File: config.mk
export PLATFORM = sky130hd
export DESIGN_NAME = pattern_blinker
export DESIGN_NICKNAME = d
export VERILOG_FILES = /design/src/rtl/pattern_blinker_pkg.sv /design/src/rtl/pattern_blinker_onehot_decoder.sv /design/src/rtl/pattern_blinker.sv
export SDC_FILE = /design/constraint.sdc
export NUM_CORES = 1
export LEC_CHECK = 0
export BUFFER_PORTS_ARGS = -buffer_cell sky130_fd_sc_hd__buf_4
export CORE_MARGIN = 3
export CORE_UTILIZATION = 63
export CTS_BUF_LIST = sky130_fd_sc_hd__clkbuf_8
export CTS_CLUSTER_DIAMETER = 150
export DETAILED_ROUTE_END_ITERATION = 6
export PLACE_DENSITY = 0.92
export SETUP_SLACK_MARGIN = 0.2
export SLEW_MARGIN = 40
export SYNTH_ARGS = -nofsm -noshare
export SYNTH_HDL_FRONTEND = slang
export SYNTH_HIERARCHICAL = 1
export SYNTH_SLANG_ARGS = --single-unit
File: constraint.sdc
create_clock -name clk -period 4.9 [get_ports clk]
set_input_delay 0.735 -clock clk [delete_from_list [all_inputs] [get_ports clk]]
set_output_delay 0.735 -clock clk [all_outputs]
set_load 0.05 [all_outputs]
File: src/rtl/pattern_blinker_pkg.sv
// Shared types and constants for the pattern blinker: FSM state encoding,
// speed encoding and the tick-duration helper.
package pattern_blinker_pkg;

  typedef enum logic [2:0] {
    IDLE,
    FETCH,
    ON,
    OFF,
    FINISH
  } blink_state_t;

  localparam int unsigned SPEED_W = 2;

  // Each speed step halves the ON/OFF durations.
  localparam logic [SPEED_W-1:0] SPEED_X1 = 2'd0;
  localparam logic [SPEED_W-1:0] SPEED_X2 = 2'd1;
  localparam logic [SPEED_W-1:0] SPEED_X4 = 2'd2;
  localparam logic [SPEED_W-1:0] SPEED_X8 = 2'd3;

  // Duration in cycles for a base tick count at a given speed, never below 1.
  function automatic int unsigned scaled_ticks(input int unsigned base,
                                               input logic [SPEED_W-1:0] spd);
    int unsigned t;
    case (spd)
      SPEED_X1: t = base;
      SPEED_X2: t = base >> 1;
      SPEED_X4: t = base >> 2;
      SPEED_X8: t = base >> 3;
      default:  t = base >> 3;
    endcase
    return (t == 0) ? 1 : t;
  endfunction

endpackage

File: src/rtl/pattern_blinker_onehot_decoder.sv
// LED index to one-hot drive; indices >= N_LEDS and bits >= N_LEDS stay dark.
module onehot_decoder #(
  parameter int unsigned N_LEDS = 4,
  parameter int unsigned LED_W  = 10,
  localparam int unsigned IDX_W = (N_LEDS > 1) ? $clog2(N_LEDS) : 1
) (
  input  logic [IDX_W-1:0] i_idx,
  output logic [LED_W-1:0] o_onehot
);

  always_comb begin
    o_onehot = '0;
    for (int unsigned i = 0; i < N_LEDS; i++) begin
      if (i_idx == IDX_W'(i)) o_onehot[i] = 1'b1;
    end
  end

endmodule

File: src/rtl/pattern_blinker.sv
// Plays a sequence of LED indices fetched from an external pattern memory,
// lighting each one for a speed-scaled ON time followed by a dark OFF gap.
module pattern_blinker
  import pattern_blinker_pkg::*;
#(
  parameter int unsigned N_LEDS    = 4,
  parameter int unsigned LED_W     = 10,
  parameter int unsigned MAX_LEN   = 16,
  parameter int unsigned ON_TICKS  = 25_000_000,
  parameter int unsigned OFF_TICKS = 25_000_000,
  localparam int unsigned IDX_W    = (N_LEDS > 1) ? $clog2(N_LEDS) : 1,
  localparam int unsigned LEN_W    = $clog2(MAX_LEN + 1)
) (
  input  logic               clk,
  input  logic               reset,
  input  logic               start,
  input  logic               abort,
  input  logic [LEN_W-1:0]   length,
  input  logic [SPEED_W-1:0] speed,
  input  logic [IDX_W-1:0]   idx_in,
  output logic [LEN_W-1:0]   addr,
  output logic [LED_W-1:0]   led_out,
  output logic               busy,
  output logic               done
);

  localparam int unsigned MAX_TICKS = (ON_TICKS > OFF_TICKS) ? ON_TICKS : OFF_TICKS;
  localparam int unsigned CNT_W     = (MAX_TICKS > 1) ? $clog2(MAX_TICKS) : 1;
  localparam logic [LEN_W-1:0] MAX_LEN_L = LEN_W'(MAX_LEN);

  blink_state_t       r_state, w_state_nxt;
  logic [LEN_W-1:0]   r_addr, w_addr_nxt;
  logic [LEN_W-1:0]   r_len, w_len_nxt, w_len_clamped;
  logic [SPEED_W-1:0] r_speed, w_speed_nxt;
  logic [IDX_W-1:0]   r_idx, w_idx_nxt;
  logic [CNT_W-1:0]   r_cnt, w_cnt_nxt, w_on_load, w_off_load;
  logic [LED_W-1:0]   r_led, w_led_nxt, w_onehot;
  logic               r_busy, r_done;

  // Counter holds remaining cycles minus one, so a load of 0 gives one cycle.
  assign w_on_load     = CNT_W'(scaled_ticks(ON_TICKS, r_speed) - 1);
  assign w_off_load    = CNT_W'(scaled_ticks(OFF_TICKS, r_speed) - 1);
  assign w_len_clamped = (length > MAX_LEN_L) ? MAX_LEN_L : length;

  onehot_decoder #(
    .N_LEDS (N_LEDS),
    .LED_W  (LED_W)
  ) u_decoder (
    .i_idx    (w_idx_nxt),
    .o_onehot (w_onehot)
  );

  always_ff @(posedge clk or posedge reset) begin
    if (reset) begin
      r_state <= IDLE;
      r_addr  <= '0;
      r_len   <= '0;
      r_speed <= '0;
      r_idx   <= '0;
      r_cnt   <= '0;
      r_led   <= '0;
      r_busy  <= 1'b0;
      r_done  <= 1'b0;
    end else begin
      r_state <= w_state_nxt;
      r_addr  <= w_addr_nxt;
      r_len   <= w_len_nxt;
      r_speed <= w_speed_nxt;
      r_idx   <= w_idx_nxt;
      r_cnt   <= w_cnt_nxt;
      r_led   <= w_led_nxt;
      r_busy  <= (w_state_nxt != IDLE);
      r_done  <= (w_state_nxt == FINISH);
    end
  end

  always_comb begin
    w_state_nxt = r_state;
    w_addr_nxt  = r_addr;
    w_len_nxt   = r_len;
    w_speed_nxt = r_speed;
    w_idx_nxt   = r_idx;
    w_cnt_nxt   = (r_cnt != '0) ? r_cnt - 1'b1 : r_cnt;

    case (r_state)
      IDLE: begin
        if (start && !abort) begin
          w_len_nxt   = w_len_clamped;
          w_speed_nxt = speed;
          w_addr_nxt  = '0;
          w_cnt_nxt   = '0;
          w_state_nxt = (w_len_clamped == '0) ? FINISH : FETCH;
        end
      end
      FETCH: begin
        w_idx_nxt   = idx_in;
        w_cnt_nxt   = w_on_load;
        w_state_nxt = ON;
      end
      ON: begin
        if (r_cnt == '0) begin
          w_cnt_nxt   = w_off_load;
          w_state_nxt = OFF;
        end
      end
      OFF: begin
        if (r_cnt == '0) begin
          w_cnt_nxt = '0;
          if (r_addr + LEN_W'(1) == r_len) begin
            w_state_nxt = FINISH;
          end else begin
            w_addr_nxt  = r_addr + LEN_W'(1);
            w_state_nxt = FETCH;
          end
        end
      end
      FINISH: begin
        w_cnt_nxt   = '0;
        w_state_nxt = IDLE;
      end
      default: begin
        w_cnt_nxt   = '0;
        w_state_nxt = IDLE;
      end
    endcase

    if (abort) begin
      w_state_nxt = IDLE;
      w_addr_nxt  = '0;
      w_cnt_nxt   = '0;
    end

    w_led_nxt = (w_state_nxt == ON) ? w_onehot : '0;
  end

  assign addr    = r_addr;
  assign led_out = r_led;
  assign busy    = r_busy;
  assign done    = r_done;

endmodule
## Word level (Yosys, flattened, before mapping)

Index checks and enable logic that the tools add are counted.

| storage, ports and cells | value |
|---|---|
| register bits after elaboration | 54 |
| bits of input ports | 13 |
| output and inout bits | 17 |

| operators by class | value |
|---|---|
| add/subtract/negate cells | 3 |
| magnitude comparators | 1 |
| equality and inequality tests | 15 |
| mux-type cells | 27 |
| reduce and logical (&&, ||, !) cells | 13 |

Operator list:

| kind | number |
|---|---|
| 25-bit 2-to-1 mux | 6 |
| 32-bit case mux with 4 select lines | 1 |
| 25-bit case mux with 4 select lines | 1 |
| 25-bit by 1-bit subtractor with 25-bit output, second input constant | 2 |
| 32-bit zero test | 1 |
| 25-bit zero test | 1 |
| 5-bit 2-to-1 mux | 5 |
| 25-bit nonzero test | 1 |
| 3-bit 2-to-1 mux | 6 |
| 3-bit case mux with 4 select lines | 1 |
| 5-bit case mux with 2 select lines | 1 |
| 3-bit by 2-bit equality test with 1-bit output, second input constant | 3 |
| 3-bit inequality test, second input constant | 3 |
| 2-bit equality test, second input constant | 4 |
| 3-bit nonzero test | 2 |
| 5-bit by 1-bit adder with 5-bit output, second input constant | 1 |
| 5-bit equality test | 1 |
| 5-bit greater-than comparator, second input constant | 1 |
| 5-bit zero test | 1 |
| 2-bit by 1-bit equality test with 1-bit output, second input constant | 2 |
| 2-bit zero test | 2 |
| 1-bit 2-to-1 mux | 4 |
| 4-bit 2-to-1 mux | 1 |
| 4-bit AND reduction | 1 |
| 7 further kinds | 7 |

## Longest topological paths before layout

Gate-level depths: netlist (run 1).

| depth | value |
|---|---|
| depth in word-level cells | 9 |
| depth in mapped cells | 11 |
| mapped depth without buffers | 10 |

## Cells and area by module

The synthesis (run 1) kept the hierarchy.

Modules (own cells, without submodules):

| module | instances | cells each | area each (µm²) | seq. area each (µm²) |
|---|---|---|---|---|
| pattern_blinker | 1 | 336 | 3011.6 | 1351.3 |
| onehot_decoder | 1 | 11 | 75.1 | 0.0 |

## Worst setup path after synthesis (run 1)

No wires, ideal clock.

| timing path | value |
|---|---|
| kind | reg2reg |
| from | register r_cnt[5] |
| to | register r_cnt[0] |
| setup time | 0.078 ns |
| data arrival time | 2.243 ns |
| required time | 4.822 ns |
| setup slack | 2.579 ns |
| cell stages (with the launch flop) | 9 |
| cells stage by stage | dfrtp_1 -> or4_4 -> or3_4 -> nor3_4 -> inv_2 -> buf_6 -> ha_1 -> nand2b_1 -> a21oi_1 |

| between the ends | value |
|---|---|
| word-level cells in the longest chain between the ends | 5 |
| elaborated cells on any way between the ends | 8 |

Ends and longest elaborated chain:

| what | line | RTL |
|---|---|---|
| start: declaration | pattern_blinker.sv:36 | `logic [CNT_W-1:0] r_cnt, w_cnt_nxt, w_on_load, w_off_load;` |
| start signal: assignment | pattern_blinker.sv:70 | `r_cnt <= w_cnt_nxt;` |
| 25-bit nonzero test | pattern_blinker.sv:83 | `w_cnt_nxt = (r_cnt != '0) ? r_cnt - 1'b1 : r_cnt;` |
| 25-bit 2-to-1 mux | pattern_blinker.sv:83 |  |
| 25-bit 2-to-1 mux, on equally long branches | pattern_blinker.sv:107, pattern_blinker.sv:87, pattern_blinker.sv:101 |  |
| 25-bit case mux with 4 select lines * | pattern_blinker.sv:85 | `case (r_state)` |
| 25-bit 2-to-1 mux * | pattern_blinker.sv:127 | `if (abort) begin` |
| via w_cnt_nxt[0] | pattern_blinker.sv:36 |  |

The timed path passes the listed nets; every way through them passes the cells marked *.
A chain may end at the register's enable or synchronous reset.

## Worst setup path in the final report (run 1)

| timing path | value |
|---|---|
| from | register r_cnt[3] |
| to | register r_addr[1] (netlist: addr[1]) |

| between the ends | value |
|---|---|
| word-level cells in the longest chain between the ends | 3 |

Ends and longest elaborated chain:

| what | line | RTL |
|---|---|---|
| 25-bit zero test | pattern_blinker.sv:107 | `if (r_cnt == '0) begin` |
| 3-bit inequality test (no line) | -- |  |
| 4-bit AND reduction (no line) | -- |  |
| end signal: assignment | pattern_blinker.sv:66 | `r_addr <= w_addr_nxt;` |
| end: declaration | pattern_blinker.sv:32 | `logic [LEN_W-1:0] r_addr, w_addr_nxt;` |

No other way between the ends.

==> impl_results.md, run 1 <==
* Seq/Total Area, Yosys at 43.8%
* Worst path top cell family by delay: simple AND/OR/NAND/NOR gates
* Syn-to-layout area delta at 10.5%
* Starting density of the core at 68.1%
* Number of enable-type register cells in the synthesized netlist at 0
* Clock period minus worst slack at 3.06 ns
* Element type at the critical path start: flip-flop
* Total global routing track utilization at 26.6%
* Run status: completed
* Number of iterations in the first detailed-routing pass at 7
* DRT Wirelength at 7440 µm
* Detailed-route wire length per cell at 17.1 µm
* Fin crit share at 62.5%
* Synth top area share at 43.8%
* Data required time at the worst endpoint at 5.13 ns
* Static leakage power at 1.56 nW
* Vias per std cell at 6.30
* Number of nets in the layout at 388
* Mapped Avg Cell Area at 8.90 µm²
* Syn Inst Count at 347
* Endpoint class of the critical path: flip-flop
* Maximum level of the CTS H-tree at 2
* Max Root-Sink Buffers at 2
* Clock transition at the registers of the reported paths at 0.09 ns
* Std cell rows at 24
* Number of nets with antenna violations after detailed routing at 0
* Max-slew violations at 0
* Worst-case headroom to the max-slew limit at 53.3%
* Worst hold slack after final layout at 0.498 ns
* Worst hold path type: input port to asynchronous set/reset pin
* Max Fclk at 327 MHz
* Final global-route overflow total at 0
* Critical path's largest stage delay at 0.53 ns
* CTS tree: done
* FF+latch count, synth at 54
* MaxCap Viol Count at 0
* Worst-Margin Slew at 0.695 ns
* Leading cell types by count after synthesis: dfrtp_1 (54), nand2_1 (37), nor2_1 (27), o21ai_0 (22), a21oi_1 (17)
* TritonCTS Sinks at 54
* Maximum ir drop on the vdd rail at 0.349 mV
* Cell variety after synth at 54
* # hold bufs at CTS at 0
* Clock network latency to the later pin of the worst-skew pair at 0.31 ns
* Number of buffers created by CTS at 5
* Most numerous cell in the Yosys netlist: dfrtp_1
* Primary flip-flop cell chosen by synthesis mapping: dfrtp_1
* Critical path's slowest cell: or4_4
* Cts repair resizes at 0
* Antenna diode count at 0
* Critical Path Source: r_cnt[3]
* Ratio of cells with drive above 1 in the final layout at 14.3%
* Root buf cell: clkbuf_8
* Number of buffer and inverter stages on the critical path at 2
* Worst Path Class, Setup: flip-flop to flip-flop
* Core footprint at 0.00453 mm²
* RSZ-0062 raised after global routing: false
* DR vias at 2746
* Sum of net half-perimeters after detailed placement at 5250 µm
* Number of synthesis warnings at 6
* First-pass GRT wire length at 12600 µm
* Cell area after synthesis at 0.00309 mm²
* Number of standard cells in the final layout excluding fillers at 436
* Power per standard cell area at 593 mW/mm²
* Number of cells after detailed placement at 427
* Via count of the first global-routing pass at 2626
* Top Ports at 30
* Finish-stage setup viols at 0
* Count of port buffers added during placement at 29
* Post-Route Skew at 0.00533 ns
* Data arrival time of the critical path at 3.29 ns
* Maximum fanout encountered on the critical timing path at 18
* Setup repair bufs after CTS at 0
* Number of antenna violations at the first check in global routing at 0
* Routability congestion estimate from global placement at 0.939
* Cell types with the largest area share after synthesis: dfrtp_1 (44%), nand2_1 (4.5%), o21ai_0 (3.6%)
* Die height at 76.0 µm
* Largest net degree at the start of global routing at 55
* Overall die width at 76.0 µm
* Number of remaining DRC errors at 0
* Sequence of cells on the critical path: or4_4 > or3_4 > nor3_4 > buf_6 > inv_2 > o31ai_2 > mux2i_1
* Number of hold violations in the final report at 0
* Accumulated negative setup slack at 0 ns
* Initial detailed-routing violation count at 431
* Cell accounting for the most synthesized area: dfrtp_1
* Async set-or-reset flop fraction in the synthesized netlist at 100%
* Die area at 0.00578 mm²
* Origin of the critical flop-to-flop path: r_cnt[3]
-- layout by cell type (no fill, tap or decap), types with 2 or more instances in the layout --
cell type  instances
mux2_2             3
a21oi_1           17
inv_1             15
or4_1              5
buf_4             29
nand4_1            4
conb_1             6
nor4_1            10
xnor2_1           12
nand2b_1           7
o41a_1             2
dfrtp_1           54
nand2_1           37
nor3_1            13
nor3b_1            2
o211ai_1           3
ha_1               5
o32ai_1            2
or3_1              5
a21o_1             2
clkbuf_8           6
o21ai_0           22
a22oi_1            2
a31oi_1            4
nand3_1           10
xor2_1             8
o22ai_1           10
and2_1            12
a311oi_1           2
nor2_1            27
nor2b_1            9
-- power by group --
| group | switching (W) | total, W | leakage, nW | internal [W] |
|---|---|---|---|---|
| Clock | 0.000146 | 0.000260 | 0.0472 | 0.000114 |
| Sequential | 0.000140 | 0.000696 | 0.726 | 0.000556 |
| Combinational | 0.000642 | 0.00107 | 0.791 | 0.000425 |
-- registers in the layout, indices dropped and copies added (netlist names), 2 cells and up --
name	flops
r_idx	2
addr	5
led_out	10
r_len	5
r_state	3
r_cnt	25
r_speed	2
-- stage by stage --
| stage | setup slack [ns] | utilization, % | cell area (µm²) | total power (W) |
|---|---|---|---|---|
| 3_5_place_dp | 1.73 | 72.8 | 3300 | 0.00171 |
| 6_report | 1.84 | 75.2 | 3410 | 0.00202 |
| 2_1_floorplan | 2.58 | - | 3110 | 0.00150 |
| 4_1_cts | 1.70 | 74.9 | 3400 | 0.00198 |
| 5_1_grt | 1.69 | 75.2 | 3410 | 0.00217 |
| 3_3_place_gp | 1.91 | 72.7 | 3300 | 0.00166 |
-- cell type report --
class	instances	area (µm²)
multi-input combinational	262	1590
sequential	54	1350
fill	326	1120
timing repair buffer	30	229
clock buffer	6	82.6
tap	65	81.3
inverter	17	66.3
clock inverter	2	12.5
-- final timing paths --
path	to	slack [ns]	cells after the start
min in group clk	r_len[3]	0.52	2
max in group asynchronous	r_cnt[21]	3.95	2
min reg2reg	r_len[3]	0.52	2
max reg2reg	addr[1]	1.84	7
max	addr[1]	1.84	7
min	r_idx[1]	0.50	2
-- routing by layer --
metal  wire (µm)  part of all wire [%]  track usage (%)  up-vias
met1        3020                    41             34.9     1263
met4         324                   4.4             11.6        0
met2        3460                    46             42.7      182
met3         638                   8.6             5.79       42
met5           0                     0                0        -
li1            -                     -                -     1259
-- cell families after synthesis --
kind of cell	after synthesis	share of synthesized area (%)
and+or+nand+nor	152	26.1
xor gates and xnor gates	20	5.67
muxes	4	1.42
adders and majority gates	5	2.03
AOI/OAI and AO/OA	75	15.3
buffers and inverters	36	5.51
other	1	0.121
DFF	54	43.8
Power figures use the tool's default switching activity.
==> inputs of run 2 (changes only) <==
--- a/config.mk
+++ b/config.mk
@@ -7,11 +7,11 @@
 export LEC_CHECK = 0
 export BUFFER_PORTS_ARGS = -buffer_cell sky130_fd_sc_hd__buf_4
 export CORE_MARGIN = 3
-export CORE_UTILIZATION = 63
+export CORE_UTILIZATION = 56
 export CTS_BUF_LIST = sky130_fd_sc_hd__clkbuf_8
 export CTS_CLUSTER_DIAMETER = 150
 export DETAILED_ROUTE_END_ITERATION = 6
-export PLACE_DENSITY = 0.92
+export PLACE_DENSITY = 0.87
 export SETUP_SLACK_MARGIN = 0.2
 export SLEW_MARGIN = 40
 export SYNTH_ARGS = -nofsm -noshare
==> constraint.sdc (replaced) <==
create_clock -name clk -period 2.8 [get_ports clk]
set_input_delay 0.42 -clock clk [delete_from_list [all_inputs] [get_ports clk]]
set_output_delay 0.42 -clock clk [all_outputs]
set_load 0.05 [all_outputs]
==> run 2 against run 1 <==
Via count rose by 0.66%. Core utilization fell by 8.3 points. Fmax rose by 20%. Design area rose by 2.2%. Sequential power rose by 74%. Critical path depth fell by 1. Die area rose by 11%. Global-route usage fell by 2.3 points. Power rose by 77%. Clock power rose by 80%. Cell count rose by 2.8%. Register-to-register slack got worse by 1.6 ns.
==> impl_results.md, run 2 (same netlist as run 1, synthesis figures left out) <==
* Run status: completed
* Sequence of cells on the critical path: or4_4 > or3_4 > nor3_4 > a21oi_1 > nand2b_1 > o32ai_1
* Clock period minus worst slack at 2.54 ns
* Routability congestion estimate from global placement at 1.03
* TritonCTS Sinks at 54
* Multi-input combinational cell area at 0.00161 mm²
* Vias per std cell at 6.17
* Post-Route Skew at 0.0105 ns
* Clock transition at the registers of the reported paths at 0.10 ns
* Max-slew violations at 0
* Overall die width at 80.2 µm
* DR vias at 2764
* Die area at 0.00644 mm²
* Total global routing track utilization at 24.3%
* Ratio of cells with drive above 1 in the final layout at 16.1%
* Number of nets with antenna violations after detailed routing at 0
* CTS tree: done
* Data arrival time of the critical path at 2.76 ns
* Core footprint at 0.00520 mm²
* Count of port buffers added during placement at 29
* Commonest non-fill, non-tap cells in the layout: dfrtp_1 (54), buf_4 (37), nand2_1 (36)
* Number of nets in the layout at 395
* Number of hold violations in the final report at 0
* Worst Path Class, Setup: flip-flop to flip-flop
* Number of cell instances on the worst register-to-register path at 6
* Number of antenna violations at the first check in global routing at 0
* Sum of net half-perimeters after detailed placement at 5450 µm
* Antenna diode count at 0
* Power per standard cell area at 1030 mW/mm²
* Endpoint class of the critical path: flip-flop
* Register area at 0.00135 mm²
* Die height at 80.2 µm
* Biggest register: r_cnt
* Maximum fanout encountered on the critical timing path at 9
* Number of iterations in the first detailed-routing pass at 5
* Final global-route overflow total at 0
* Worst hold path type: input port to asynchronous set/reset pin
* Number of inserted filler cells in the final layout at 414
* Largest net degree at the start of global routing at 33
* MaxCap Viol Count at 0
* Number of buffers created by CTS at 5
* Leading cell type in the layout, fill and taps excluded: dfrtp_1
* First-pass GRT wire length at 12200 µm
* Data required time at the worst endpoint at 3.02 ns
* Max Root-Sink Buffers at 2
* Std cell rows at 26
* Amount of wire on met3 after detailed routing at 675 µm
* Flip-flop count of the largest register, all copies and words added at 25
* Setup repair bufs after CTS at 0
* Max Fclk at 393 MHz
* Number of remaining DRC errors at 0
* Maximum level of the CTS H-tree at 2
* Accumulated negative setup slack at 0 ns
* Worst-case headroom to the max-slew limit at 54.4%
* Top Ports at 30
* DRT Wirelength at 7600 µm
* Static leakage power at 1.61 nW
* Clock network latency to the later pin of the worst-skew pair at 0.32 ns
* Fin crit share at 90.8%
* Maximum ir drop on the vdd rail at 0.578 mV
* Via count of the first global-routing pass at 2515
* Syn-to-layout area delta at 12.8%
* Uppermost signal routing layer after detailed routing: met4
* Initial detailed-routing violation count at 364
* Worst hold slack after final layout at 0.203 ns
* Starting density of the core at 59.3%
* Worst-Margin Slew at 0.682 ns
* Number of standard cells in the final layout excluding fillers at 448
* Finish-stage setup viols at 0
* Layout Utilization at 66.9%
* Number of cells after detailed placement at 440
* Detailed-route wire length per cell at 17.0 µm
* Critical path's largest stage delay at 0.57 ns
* Routed wl met2 at 3670 µm
* Critical path's slowest cell: or4_4
* RSZ-0062 raised after global routing: true
* Met1 routed wirelength after detailed routing at 3080 µm
* Element type at the critical path start: flip-flop
* Root buf cell: clkbuf_8
## run 2: cell count changes in the layout (fill, tap and decap cells not counted), sizes merged
cell	change
buf	+7
clkinv	-1
clkinvlp	-1
inv	+2
## run 2: layer usage
layer / GRT usage (%) / vias to the layer above
li1: - / 1280
met1: 34.5 / 1289
met2: 38.7 / 172
met3: 3.59 / 23
met4: 6.93 / 0
met5: 0 / -
## run 2: final timing paths
check                      startpoint         end  slack (ns)
min in group clk             speed[0]  r_speed[0]        0.30
hold / removal                  reset        busy        0.20
max in group asynchronous       reset     addr[2]        1.96
setup reg to reg             r_cnt[5]    r_cnt[9]        0.26
setup / recovery             r_cnt[5]    r_cnt[9]        0.26
hold reg to reg              r_len[3]    r_len[3]        0.51
## run 2: area by class of cell
| type | count | area share [%] |
|---|---|---|
| repair buffers | 37 | 7.97 |
| flip-flops and latches | 54 | 38.8 |
| inverters | 17 | 1.83 |
| multi-input cells | 262 | 46.2 |
| clock buffers | 6 | 2.37 |
| clock inverters | 2 | 0.359 |
| well taps | 70 | 2.51 |
## run 2: worst max-delay path, delay by kind of cell, from the launching register on
| family | cells | cell delay (ns) |
|---|---|---|
| DFF | 1 | 0.43 |
| AOI/OAI and AO/OA | 2 | 0.49 |
| and+or+nand+nor | 4 | 1.54 |
## run 2: per-stage QoR
| step | area, µm² | power (W) | setup WS [ns] |
|---|---|---|---|
| floorplan | 3110 | 0.00263 | 0.479 |
| global placement | 3360 | 0.00297 | 0.323 |
| detailed placement | 3360 | 0.00302 | 0.254 |
| CTS | 3460 | 0.00349 | 0.224 |
| global route | 3480 | 0.00381 | 0.153 |
| finish | 3480 | 0.00358 | 0.258 |
## run 2: power by group
group | leakage [nW] | total [W] | internal [W] | switching [W]
combinational | 0.827 | 0.00190 | 0.000779 | 0.00113
clock | 0.0530 | 0.000468 | 0.000202 | 0.000266
sequential | 0.726 | 0.00121 | 0.000971 | 0.000239
total | 1.61 | 0.00358 | 0.00195 | 0.00163
## run 2: timing repair
item,in CTS,in global routing
resized for setup,0,4
hold buffers,0,0
endpoints found under the setup margin,0,22
